$ cat src/rtl/mul_pipe_param.sv
// Parametrised pipelined integer multiplier with valid/ready retirement, flush
// and a decode-side hazard query over every in-flight destination register.
module mul_pipe_param #(
  parameter int WIDTH    = 32,
  parameter int STAGES   = 5,
  parameter int REG_ADDR = 5
) (
  input  logic                         clk,
  input  logic                         reset,
  input  logic                         in_valid,
  output logic                         in_ready,
  input  logic                         in_signed,
  input  logic [WIDTH-1:0]             src1,
  input  logic [WIDTH-1:0]             src2,
  input  logic [REG_ADDR-1:0]          in_wreg,
  input  logic                         flush,
  output logic                         out_valid,
  input  logic                         out_ready,
  output logic [WIDTH-1:0]             out_result,
  output logic [REG_ADDR-1:0]          out_wreg,
  output logic                         out_zero,
  output logic                         out_overflow,
  input  logic [REG_ADDR-1:0]          qreg1,
  input  logic [REG_ADDR-1:0]          qreg2,
  output logic                         hit1,
  output logic                         hit2,
  output logic [$clog2(STAGES+1)-1:0]  pending
);

  localparam int PW = $clog2(STAGES + 1);

  typedef struct packed {
    logic [REG_ADDR-1:0] wreg;
    logic [WIDTH-1:0]    result;
    logic                zero;
    logic                overflow;
  } stage_t;

  logic [STAGES-1:0] valid;
  stage_t            data [STAGES];
  stage_t            head;
  logic              adv;

  logic [2*WIDTH-1:0] a_ext, b_ext, product;
  logic [WIDTH-1:0]   prod_hi, prod_lo;

  // Extending both operands to 2*WIDTH lets one unsigned multiplier serve both
  // modes: the low 2*WIDTH bits of the product are identical either way.
  // NOTE: every always_comb output gets a default first so no latch is inferred.
  always_comb begin
    a_ext   = in_signed ? {{WIDTH{src1[WIDTH-1]}}, src1} : {{WIDTH{1'b0}}, src1};
    b_ext   = in_signed ? {{WIDTH{src2[WIDTH-1]}}, src2} : {{WIDTH{1'b0}}, src2};
    product = a_ext * b_ext;
    prod_hi = product[2*WIDTH-1:WIDTH];
    prod_lo = product[WIDTH-1:0];
    head.wreg     = in_wreg;
    head.result   = prod_lo;
    head.zero     = (prod_lo == '0);
    head.overflow = in_signed ? (prod_hi != {WIDTH{prod_lo[WIDTH-1]}})
                              : (prod_hi != '0);
  end

  assign adv      = !valid[STAGES-1] || out_ready;
  assign in_ready = adv;

  // NOTE: sequential state uses non-blocking assignments only. Data registers
  // are reset too, because the tail fields must read 0 while reset is held.
  always_ff @(posedge clk or negedge reset) begin
    if (!reset) begin
      valid <= '0;
      for (int s = 0; s < STAGES; s++) data[s] <= '0;
    end else begin
      if (adv) begin
        data[0] <= head;
        for (int s = 1; s < STAGES; s++) data[s] <= data[s-1];
      end
      // Flush wins over both hold and shift; data fields are left stale.
      if (flush)    valid <= '0;
      else if (adv) valid <= STAGES'({valid, in_valid});
    end
  end

  assign out_valid    = valid[STAGES-1];
  assign out_result   = data[STAGES-1].result;
  assign out_wreg     = data[STAGES-1].wreg;
  assign out_zero     = data[STAGES-1].zero;
  assign out_overflow = data[STAGES-1].overflow;

  logic          any1, any2;
  logic [PW-1:0] count;

  always_comb begin
    any1  = 1'b0;
    any2  = 1'b0;
    count = '0;
    for (int s = 0; s < STAGES; s++) begin
      if (valid[s] && data[s].wreg == qreg1) any1 = 1'b1;
      if (valid[s] && data[s].wreg == qreg2) any2 = 1'b1;
      count = count + PW'(valid[s]);
    end
  end

  // Register 0 is hard-wired to zero, so it can never be a real hazard.
  assign hit1    = (qreg1 != '0) && any1;
  assign hit2    = (qreg2 != '0) && any2;
  assign pending = count;

endmodule

$ cat config.mk
export PLATFORM = sky130hd
export DESIGN_NAME = mul_pipe_param
export DESIGN_NICKNAME = d
export VERILOG_FILES = /design/src/rtl/mul_pipe_param.sv
export SDC_FILE = /design/constraint.sdc
export NUM_CORES = 2
export LEC_CHECK = 0
export CAP_MARGIN = 20
export CORE_ASPECT_RATIO = 0.5
export CORE_MARGIN = 2
export CORE_UTILIZATION = 37
export DETAILED_ROUTE_END_ITERATION = 8
export GPL_ROUTABILITY_DRIVEN = 0
export PLACE_DENSITY = 0.57
export SLEW_MARGIN = 0
export SYNTH_ARGS = -nofsm -noshare
export SYNTH_HDL_FRONTEND = slang
export SYNTH_SLANG_ARGS = --single-unit
$ cat constraint.sdc
create_clock -name clk -period 3.1 [get_ports clk]
set_clock_uncertainty 0.2 [all_clocks]
set_input_delay 0.62 -clock clk [delete_from_list [all_inputs] [get_ports clk]]
set_output_delay 0.62 -clock clk [all_outputs]
set_load 0.01 [all_outputs]
==> results.md <==
* Die width at 550.2 um
* #FFs+latches synth at 200
* Global route total overflow at 0
* Initial antenna violation count at 6
* Sink Count at 200
* CP endpoint kind: register
* Drt drc at 0
* Cells after Synth at 5734
* Slowest CP cell: fa_2
* Die ar. at 152400 um2
* Layout Cells excl Fill at 8564
* Placed Instances at between 8000 and 9000
* CTS tree: built
* Area growth syn-to-layout at 28.71%
* FFs w/ async S/R, synth at 1.000
* Final Setup Violations at 31
* CP top delay family: adder cells
* Syn Area/Cell at 9.624 um2
* CTS max path bufs at 2
* Violated checks: setup timing
* Core area at 148400 um2
* HPWL Detailed at 139700 um
* Site row count at 100
* Slew HR at 0.3385
* CP dominant cell by count: fa_1
* First-pass GRT wire length at 274000 um
* IO Port Bufs at 130
* CP required at 3.25 ns
* Routed vias/inst at 4.867
* DIE HEIGHT at 277.1 um
* Most frequent cells in the layout: 1355 x fa_1, 1196 x nand2_1, 988 x inv_1, 756 x buf_4, 392 x and2_1
* Commonest non-fill, non-tap cell in the layout: fa_1
* Status: finished, violations left
* Max_cap viols at 0
* Synth unique cells at 93
* Main synth FF type: dfrtp_1
* Initial DRC count at 2538
* Worst setup path class: input pin to register
* Vias in the first global route at between 40000 and 50000
* Worst setup margin at -6.306 ns
* HP Class: register to register
* Mapped Area at 55180 um2
* DR WL/cell at 20.10 um
* Skew-Pair Late Insertion Delay at 0.46 ns
* EDFF count, synth at 0
* IO Pins at 131
* Yosys warnings at 0
* Fin. Hold Viols at 0
* CP max stage delay at 0.61 ns
* Post-layout minimum cycle time at around 9.4 ns
* Fmax at ~0.11 GHz
* Crit path launch type: input pin
* Layout cell share with drive strength beyond 1 at 0.2378
* Final Max Tran Viols at 0
* Post-layout nets at 8379
* CTS clk-pin slew, worst paths at 0.10 ns
* Total number of vias at 41680
* CP bufs+invs at 8
* Sequential share of the synthesized area at 0.09070
* Final wirelength at ~170000 um
* Worst slew pin tran at between 0.9 and 1 ns
* Final period util at 3.034
* Drt pass-1 iters at 7
* Clock root cell: clkbuf_16
* Syn Nets at 7554
* GRT Overall Usage at 0.2363
* Initial cell density of the core at 0.3719
* CP arrival at 9.56 ns
* H-tree depth at 4
* Post-route ant nets at 0
* TritonCTS buffer count at 17
* Max Fanout on Critical Path at 8
* Largest net degree at the start of global routing at 214
* Unrepaired setup endpoints after global routing: true
==> worst register-to-register path, cell delays in order (launching register included) <==
cell      delay (ns)
dfrtp_1         0.47
nor2b_4         0.18
nor3_1          0.13
nand3_1         0.09
nor2_1          0.10
buf_4           0.13
nand4_1         0.14
nor4bb_1        0.36
buf_4           0.18
nand4_1         0.11
nor4b_2         0.29
a32o_1          0.19
==> cell families after synthesis <==
kind of cell,after synthesis,synth area share
multiplexers,5,0.0009523
AO/OA/AOI/OAI,302,0.03725
buffers and inverters,1387,0.09720
flip-flops,200,0.09070
AND/OR/NAND/NOR,1955,0.1619
adder cells (fa/ha/maj),1735,0.5881
XOR/XNOR,150,0.02394
==> timing repair <==
action                                  CTS  global route
hold buffers                              1             0
resized for setup                       610           141
endpoints found under the setup margin   36            33
endpoints found under the hold margin    68             0
gates cloned                             37             0
pin swaps                               230           124
setup buffers                           142            24
==> flip-flops by register name, indices dropped and copies added, names as in the netlist <==
register / cells
out_overflow: 1
out_wreg: 5
out_zero: 1
out_result: 32
data: 156
valid: 5
==> routing by layer <==
layer	wire length (um)	track usage	vias to the layer above
li1	-	-	18590
met5	0	0	-
met4	5833	0.06681	0
met2	82520	0.4007	1060
met1	74750	0.3214	21780
met3	9041	0.02442	246
==> Yosys cell counts, drive strengths merged, types with 5 or more instances <==
cell,instances,share of area
xnor2,80,0.013
a21o,35,0.0048
buf,63,0.0071
a211o,6,0.00095
o21bai,7,0.0012
nand3,30,0.0028
xor2,70,0.011
nand2b,6,0.00068
nor2b,12,0.0014
ha,304,0.069
a2111oi,5,0.0013
nand2,1252,0.085
fa,1431,0.52
o31ai,6,0.00091
and4,7,0.0011
nor2,74,0.0051
a31oi,13,0.0017
inv,1052,0.072
nor3,22,0.0020
nand4,28,0.0032
and3,41,0.0046
or3,9,0.0011
clkbuf,271,0.018
dfrtp,200,0.091
a21oi,93,0.0088
o21a,7,0.00095
a211oi,9,0.0016
o211ai,16,0.0025
nor4,22,0.0027
o21ai,66,0.0062
and2,433,0.049
==> cell type report <==
type / count / area (um2)
Sequential cell: 200 / 5006
Antenna cell: 3 / 7.507
Clock inverter: 15 / 212.7
Tap cell: 1989 / 2489
Clock buffer: 17 / 425.4
Multi-Input combinational cell: 4147 / 47240
Fill cell: 13950 / 77370
Timing Repair Buffer: 1140 / 11690
Inverter: 1053 / 3960
==> through the flow <==
stage	util	TNS (ns)	hold slack (ns)	cell area (um2)	setup slack (ns)
6_report	0.4786	-125.94	0.2639	71020	-6.306
5_1_grt	0.4786	-131.38	0.2917	71020	-6.675
4_1_cts	0.4736	-122.80	0.2725	70270	-6.283
3_5_place_dp	0.4426	-155.24	0.2545	65680	-7.307
3_3_place_gp	0.4426	-154.70	0.2482	65680	-7.334
2_1_floorplan	-	-107.00	0.1244	56430	-6.301
==> worst paths after layout <==
path	from	endpoint	slack, ns	depth (start not counted)
max	in_signed	data[156]	-6.31	32
min	data[119]	data[80]	0.26	2
max reg2reg	valid[4]	data[157]	0.48	11
min reg2reg	data[119]	data[80]	0.26	2
max in group asynchronous	reset	data[119]	1.43	3
min in group asynchronous	reset	out_result[25]	0.49	2
Power is not shown: default switching activity piles up to over one toggle a cycle in this logic, so the estimate is an artifact.
